===== config.mk =====
export PLATFORM = sky130hd
export DESIGN_NAME = modmul_arbiter
export DESIGN_NICKNAME = d
export VERILOG_FILES = /design/src/rtl/modmul_arbiter.sv
export SDC_FILE = /design/constraint.sdc
export NUM_CORES = 1
export LEC_CHECK = 0
export CORE_AREA = 4 4 357 359
export DETAILED_ROUTE_END_ITERATION = 8
export DIE_AREA = 0 0 361 363
export PLACE_DENSITY_LB_ADDON = 0.15
export SYNTH_ARGS = -nofsm -noshare
export SYNTH_HDL_FRONTEND = slang
export SYNTH_SLANG_ARGS = --single-unit

===== constraint.sdc =====
create_clock -name clk -period 15.2 [get_ports clk]
set_input_delay 3.04 -clock clk [delete_from_list [all_inputs] [get_ports clk]]
set_output_delay 3.04 -clock clk [all_outputs]
set_load 0.05 [all_outputs]

===== src/rtl/modmul_arbiter.sv =====
// rtl/modmul_arbiter.sv - round-robin front end sharing one pipelined modular multiplier
// Owns the modulus register and routes each product back to its requester by position.
module modmul_arbiter #(
  parameter int LOGQ = 64,
  parameter int NREQ = 4,
  parameter int LAT  = 8,
  parameter int IDW  = 2
) (
  input  logic                 clk,
  input  logic                 rst,
  input  logic [NREQ-1:0]      req_valid,
  output logic [NREQ-1:0]      req_ready,
  input  logic [NREQ*LOGQ-1:0] req_a,
  input  logic [NREQ*LOGQ-1:0] req_b,
  output logic [LOGQ-1:0]      mm_a,
  output logic [LOGQ-1:0]      mm_b,
  output logic [LOGQ-1:0]      mm_q,
  input  logic [LOGQ-1:0]      mm_c,
  output logic [NREQ-1:0]      rsp_valid,
  output logic [IDW-1:0]       rsp_id,
  output logic [LOGQ-1:0]      rsp_data,
  input  logic                 cfg_we,
  input  logic [LOGQ-1:0]      cfg_q,
  output logic                 cfg_err,
  output logic                 busy
);

  logic [IDW-1:0]         ptr_q, ptr_d;
  logic [LOGQ-1:0]        mm_a_q, mm_a_d;
  logic [LOGQ-1:0]        mm_b_q, mm_b_d;
  logic [LOGQ-1:0]        mm_q_q, mm_q_d;
  logic [LAT:0]           vld_q, vld_d;
  logic [LAT:0][IDW-1:0]  id_q, id_d;
  logic [NREQ-1:0]        rsp_valid_q, rsp_valid_d;
  logic [IDW-1:0]         rsp_id_q, rsp_id_d;
  logic [LOGQ-1:0]        rsp_data_q, rsp_data_d;
  logic                   cfg_err_q, cfg_err_d;
  logic                   found;
  logic                   xfer;
  logic [IDW-1:0]         gnt_id;

  // Grant search starts at the pointer; a pending config write suppresses issue.
  always_comb begin
    found  = 1'b0;
    gnt_id = '0;
    for (int i = 0; i < NREQ; i++) begin
      if (!found && req_valid[(int'(ptr_q) + i) % NREQ]) begin
        found  = 1'b1;
        gnt_id = IDW'((int'(ptr_q) + i) % NREQ);
      end
    end
    xfer      = found && !cfg_we && !rst;
    req_ready = '0;
    if (xfer) req_ready[gnt_id] = 1'b1;
  end

  assign busy = (|vld_q) | (|rsp_valid_q);

  always_comb begin
    ptr_d       = ptr_q;
    mm_a_d      = mm_a_q;
    mm_b_d      = mm_b_q;
    mm_q_d      = mm_q_q;
    cfg_err_d   = 1'b0;
    rsp_valid_d = '0;
    rsp_id_d    = rsp_id_q;
    rsp_data_d  = rsp_data_q;
    if (xfer) begin
      ptr_d  = (gnt_id == IDW'(NREQ - 1)) ? '0 : gnt_id + 1'b1;
      mm_a_d = req_a[int'(gnt_id) * LOGQ +: LOGQ];
      mm_b_d = req_b[int'(gnt_id) * LOGQ +: LOGQ];
    end
    if (cfg_we) begin
      if (busy || xfer) cfg_err_d = 1'b1;
      else              mm_q_d    = cfg_q;
    end
    // Stage 0 is aligned with mm_a/mm_b, stage LAT with mm_c.
    vld_d = {vld_q[LAT-1:0], xfer};
    id_d  = {id_q[LAT-1:0], gnt_id};
    if (vld_q[LAT]) begin
      rsp_valid_d[id_q[LAT]] = 1'b1;
      rsp_id_d               = id_q[LAT];
      rsp_data_d             = mm_c;
    end
  end

  always_ff @(posedge clk or posedge rst) begin
    if (rst) begin
      ptr_q       <= '0;
      mm_a_q      <= '0;
      mm_b_q      <= '0;
      mm_q_q      <= '0;
      vld_q       <= '0;
      id_q        <= '0;
      rsp_valid_q <= '0;
      rsp_id_q    <= '0;
      rsp_data_q  <= '0;
      cfg_err_q   <= 1'b0;
    end else begin
      ptr_q       <= ptr_d;
      mm_a_q      <= mm_a_d;
      mm_b_q      <= mm_b_d;
      mm_q_q      <= mm_q_d;
      vld_q       <= vld_d;
      id_q        <= id_d;
      rsp_valid_q <= rsp_valid_d;
      rsp_id_q    <= rsp_id_d;
      rsp_data_q  <= rsp_data_d;
      cfg_err_q   <= cfg_err_d;
    end
  end

  assign mm_a      = mm_a_q;
  assign mm_b      = mm_b_q;
  assign mm_q      = mm_q_q;
  assign rsp_valid = rsp_valid_q;
  assign rsp_id    = rsp_id_q;
  assign rsp_data  = rsp_data_q;
  assign cfg_err   = cfg_err_q;

endmodule


=== Word-level counts from Yosys, hierarchy flattened ===
Index checks and enable logic that the tools add are counted.

* Memories: 0
* Flip-flop bits (word level): 292
* RAM bits: 0
* Output and inout port bits: 268
* Memory bits (read-only): 0
* Logic and storage cells: 85
* Bits of input ports: 647
* Latch bits: 0

* Bitwise logic cells: 5
* Divide/modulo/power cells: 0
* Reduce and logical (&&, ||, !) cells: 19
* Add/sub/neg operators: 4
* Equal/unequal tests: 1
* Magnitude comparators: 8
* Muxes and demuxes: 28
* Multiply operators: 0
* Shifts and indexed selects: 2

{| class="wikitable"
|+ Operators with widths
! operator !! number
|-
| variable part select 256 x 9 -> 64 bit || 2
|-
| two-way mux 1 bit || 15
|-
| < comparator 3 x 4 -> 1 bit, second input constant || 3
|-
| two-way mux 2 bit || 5
|-
| < comparator 2 x 3 -> 1 bit, second input constant || 3
|-
| OR reduction 9 bit || 1
|-
| binary-select mux 1 bit (select 2 bit) || 4
|-
| two-way mux 4 bit || 2
|-
| logical AND 1 bit || 7
|-
| OR reduction 2 bit || 3
|-
| zero test 1 bit || 5
|-
| adder 2 x 1 -> 2 bit, second input constant || 2
|-
| adder 2 bit, second input constant || 2
|-
| demux 1 bit (select 2 bit) || 2
|-
| >= comparator 2 x 1 -> 1 bit, second input constant || 2
|-
| OR reduction 4 bit || 1
|-
| AND 1 bit, first input constant || 3
|-
| == test 2 bit, second input constant || 1
|-
| AND reduction 2 bit || 1
|-
| logical OR 1 bit || 1
|-
| inverter 1 bit || 1
|-
| bitwise OR 1 bit || 1
|}

=== Logic depth before layout (Yosys ltp) ===
* Depth in word-level cells: 19
* Gate-level depth with buffers: 8
* Depth with buffers taken out: 6

=== Worst setup path after synthesis ===
No wires, ideal clock.

* Path kind: in2out
* Start point: input port rst
* End point: output port req_ready[0]
* Required time: 12.160 ns
* Data arrival time: 11.528 ns
* Stages on the path: 6
* Slack: 0.632 ns
* Buffers on the path: 2
* Cells stage by stage: inv_1 -> nand3_1 -> clkbuf_1 -> clkbuf_1 -> inv_1 -> and2_1

* Cells in the longest elaborated chain, start to end: 3

{| class="wikitable"
|+ Ends and longest elaborated chain
! item !! line !! text
|-
| start: declaration || 10 || <nowiki>input logic rst,</nowiki>
|-
| zero test 1 bit (no source line) || - ||
|-
| logical AND 1 bit || 52 || <nowiki>xfer = found && !cfg_we && !rst;</nowiki>
|-
| named net xfer || 39 || <nowiki>logic xfer;</nowiki>
|-
| two-way mux 4 bit || 54 || <nowiki>if (xfer) req_ready[gnt_id] = 1'b1;</nowiki>
|-
| end: declaration || 12 || <nowiki>output logic [NREQ-1:0] req_ready,</nowiki>
|}

The timed path passes the listed nets, and every way through them passes these cells.

=== Final worst setup path ===
* Start point: input port req_valid[3]
* End point: output port req_ready[2]

* Cells in the longest elaborated chain, start to end: 17
* Elaborated cells between the ends (all ways): 33
* Those cells by class: order compare (2); mux (22); reduce/logical (9)

{| class="wikitable"
|+ Ends and longest elaborated chain
! item !! line !! text
|-
| start: declaration || 11 || <nowiki>input logic [NREQ-1:0] req_valid,</nowiki>
|-
| binary-select mux 1 bit (select 2 bit) || 47 || <nowiki>if (!found && req_valid[(int'(ptr_q) + i) % NREQ]) begin</nowiki>
|-
| two-way mux 1 bit (implied by the code) || 47 ||
|-
| two-way mux 1 bit || 47 ||
|-
| zero test 1 bit || 47 ||
|-
| logical AND 1 bit || 47 ||
|-
| two-way mux 1 bit || 47 ||
|-
| zero test 1 bit || 47 ||
|-
| logical AND 1 bit || 47 ||
|-
| [2 not listed] || - ||
|-
| logical AND 1 bit || 47 ||
|-
| two-way mux 2 bit * || 47 ||
|-
| named net gnt_id[0] || 40 || <nowiki>logic [IDW-1:0] gnt_id;</nowiki>
|-
| < comparator 2 x 3 -> 1 bit (implied by the code) or >= comparator 2 x 1 -> 1 bit (tied branches) || 54 ||
|-
| logical AND 1 bit (implied by the code) || 54 ||
|-
| two-way mux 1 bit (implied by the code) || 54 ||
|-
| demux 1 bit (select 2 bit) * || 54 ||
|-
| two-way mux 4 bit * || 54 ||
|}

Mark *: on every way through the listed nets, which the timed path passes. The rest lies on a longest branch. The select of a mux whose other input is x is not followed.

==> metrics.csv <==
stage;metric;value;unit
die;starting_utilization_of_the_core_area;0.127;
global_routing;globalRouteOverflowTotal;0;
setup_path;crit_type;in2out;
placement;dpl_worst_slack;6060;ps
sta;finalHoldViolations;0;
cts;clock_sink_count;292;
sta;finalClockSkew;28.9;ps
die;floorplan.die.height;363;um
sta;unrepaired_setup_endpoints_after_global_routing;false;
routing;detailedRoute.firstIterationViolations;818;
layout;fillerInstances;13200;
sta;finalSetupViolCount;0;
setup_path;worst_path_max_fanout;39;
routing;ant_nets;0;
setup_path;reg_to_reg_slack_setup;11580;ps
logic_synthesis;synthDominantCellAreaShare;0.466;
routing;remaining_drc_errors;0;
placement;gp_routability_congestion;0.799;
setup_path;setup.worst_path.end;req_ready[2];
sta;finalCriticalPeriod;9110;ps
logic_synthesis;syn_avg_cell_area;12.2;um2
cts;cts.htree.levels;2;
cts;numCtsBuffers;43;
run;timing.max_cap.violations;0;
routing;vias_per_cell;4.12;
setup_path;worst_ep_required_time;12160;ps
die;coreArea;124000;um2
sta;tightestPinTransition;1180;ps
power;p_leak;0.0107;uW
cts;cts_tree;yes;
routing;average_wire_length_per_cell_after_detail_routing;25.5;um
logic_synthesis;syn-cell-area;15700;um2
power;power_density;168;nW/um2
sta;max_slew_margin;0.216;
setup_path;worst-r2r-cell-count;7;
global_routing;grt_first_pass_wirelength;133000;um
cts;cts-hold-fix-buffers;0;
logic_synthesis;synthesized_netlist_cell_count;1282;
die;die-area;131000;um2
logic_synthesis;post_syn_nets;1933;
routing;via_count;15600;
setup_path;cp.arrival;6070;ps
global_routing;grt.total_usage;0.139;
setup_path;worstReg2RegEnd;mm_b[48];
cts;cts_setup_buffers;0;
die;die_width;361;um
cts;clk_pin_slew_worst_paths;50;ps
sta;setup-tns-final;0;ps
setup_path;r2r-start;ptr_q[1];
logic_synthesis;synth_cell_type_count;39;
power;finalPower;4690;uW
setup_path;startpoint;req_valid[3];
die;boundaryPins;915;
global_routing;grt_start_max_net_pins;126;
routing;first_pass_iters;7;
logic_synthesis;netlist_top_cells_area;dfrtp_1 47%, mux2_2 11%, mux2_4 9.6%, a221o_1 8.1%, a211oi_1 6.1%;
cts;cts_repair_resize_count;0;
die;num_rows;129;
logic_synthesis;ys_seq_area_frac;0.466;
logic_synthesis;synth-seq-cells;292;
cts;clock_latency;600;ps
routing;final_routed_wirelength;96300;um
placement;place.port_buffers;914;
logic_synthesis;postSynth.topFlopCell;dfrtp_1;
logic_synthesis;ys_async_sr_fraction;1.00;
sta;fin_crit_sh;0.599;
layout;final_nets;2757;
setup_path;timing.critical_path.from_type;input pin;
setup_path;critPathCaptureType;output pin;
sta;setup_ws_post_layout;6090;ps
power;power.ir.vdd_worst;0.0000813;V
cts;clock_tree.buffer_depth;3;
global_routing;grt_antenna_before_repair;19;
layout;syn2layout_area_growth;78.2;%
global_routing;first_global_vias;16700;
logic_synthesis;synth_top_area_cell;dfrtp_1;
run_status;run_status;finished, final reports clean;
logic_synthesis;yosys_warnings;0;
layout;layout-drive-gt1-share;0.171;
sta;maxClockFrequency;110;MHz
placement;detailed_place_hpwl;70700;um
sta;final-max-slew-violation-count;0;
logic_synthesis;synth_edf_count;0;
hold_path;worst_hold_path_type;reg2reg;
cts;clk_root_buffer_cell;clkbuf_16;
## critical path, stage by stage
cell,delay [ps]
clkdlybuf4s50_1,530
nor2b_1,330
o21a_4,530
nor3_4,150
inv_8,290
ha_1,210
and2_1,150
clkdlybuf4s50_1,820
## layout make-up
cell class	count	area, um2	area share
Timing Repair Buffer	947	9410	0.337
Multi-Input combinational cell	816	7640	0.273
Sequential cell	292	7310	0.261
Tap cell	1637	2050	0.0733
Clock buffer	63	1270	0.0455
Clock inverter	16	226	0.00810
Inverter	6	37.5	0.00134
Antenna cell	6	15.0	0.000537
## how the worst min path moves through the flow
stage	to	slack (ps)	cells after the start	startpoint
floorplan	id_d[10]	330	0	id_d[8]
global placement	id_q[17]	330	0	id_d[17]
detailed placement	id_d[5]	330	0	id_d[3]
CTS	id_d[14]	330	0	id_d[12]
global route	id_d[10]	350	0	id_d[8]
finish	id_d[14]	340	0	id_d[12]
## where the power goes
group	total (uW)	internal, uW	switching (uW)
clock	1080	650	425
combinational	2440	912	1520
sequential	1180	1030	149
total	4690	2590	2100
## logic make-up (layout without fill, tap and decap cells)
logic type / Yosys count / in the layout / share of synthesized area
compound gates: 391 / 391 / 0.207
fa+ha+maj: 4 / 4 / 0.00319
buf+inv: 174 / 1032 / 0.0519
flops: 292 / 292 / 0.466
mux: 257 / 257 / 0.208
other cells: 0 / 6 / 0
simple gates: 164 / 164 / 0.0639
## per-stage QoR
stage	utilization	std cells	area (um2)	hold WS, ps
finish	0.226	3783	28000	337
floorplan	-	1282	15700	331
global placement	0.214	3698	26400	332
CTS	0.226	3777	27900	333
global route	0.226	3783	28000	350
detailed placement	0.214	3698	26400	335
## layer usage
metal / vias up / global-route usage / wire length [um]
met5: - / 0 / 85
met1: 7891 / 0.159 / 37300
met2: 714 / 0.251 / 49300
met3: 113 / 0.0435 / 7210
met4: 12 / 0.0383 / 2470
li1: 6869 / - / -
## cells in the mapped netlist, types with 2 or more instances
| cell type | count |
|---|---|
| a211oi_1 | 128 |
| a221o_1 | 127 |
| and2_1 | 5 |
| buf_1 | 6 |
| buf_2 | 9 |
| buf_6 | 20 |
| clkbuf_1 | 133 |
| dfrtp_1 | 292 |
| ha_1 | 4 |
| inv_1 | 5 |
| mux2_1 | 8 |
| mux2_2 | 148 |
| mux2_4 | 100 |
| nand2_1 | 7 |
| nand2b_1 | 2 |
| nand4_1 | 128 |
| nor2_1 | 9 |
| nor3b_1 | 2 |
| o21ai_0 | 2 |
| o31ai_1 | 128 |
## registers in the layout, summed over array words and instances, names as in the netlist
register / cells
rsp_data: 64
vld_q: 9
mm_a: 64
rsp_valid: 4
ptr_q: 2
mm_b: 64
id_q: 2
cfg_err: 1
id_d: 16
rsp_id: 2
mm_q: 64
## layout by cell type, fill, tap and decap left out, types with 12 or more instances in the layout
cell type        synthesis  final
o31ai_1                128    128
a211oi_1               128    128
dfrtp_1                292    291
mux2_4                 100    100
clkdlybuf4s50_1          0    914
a221o_1                127    127
nand4_1                128    128
buf_4                    0     32
mux2_2                 148    148
clkbuf_16                0     43
clkbuf_8                 0     12
Power figures use the tool's default switching activity.
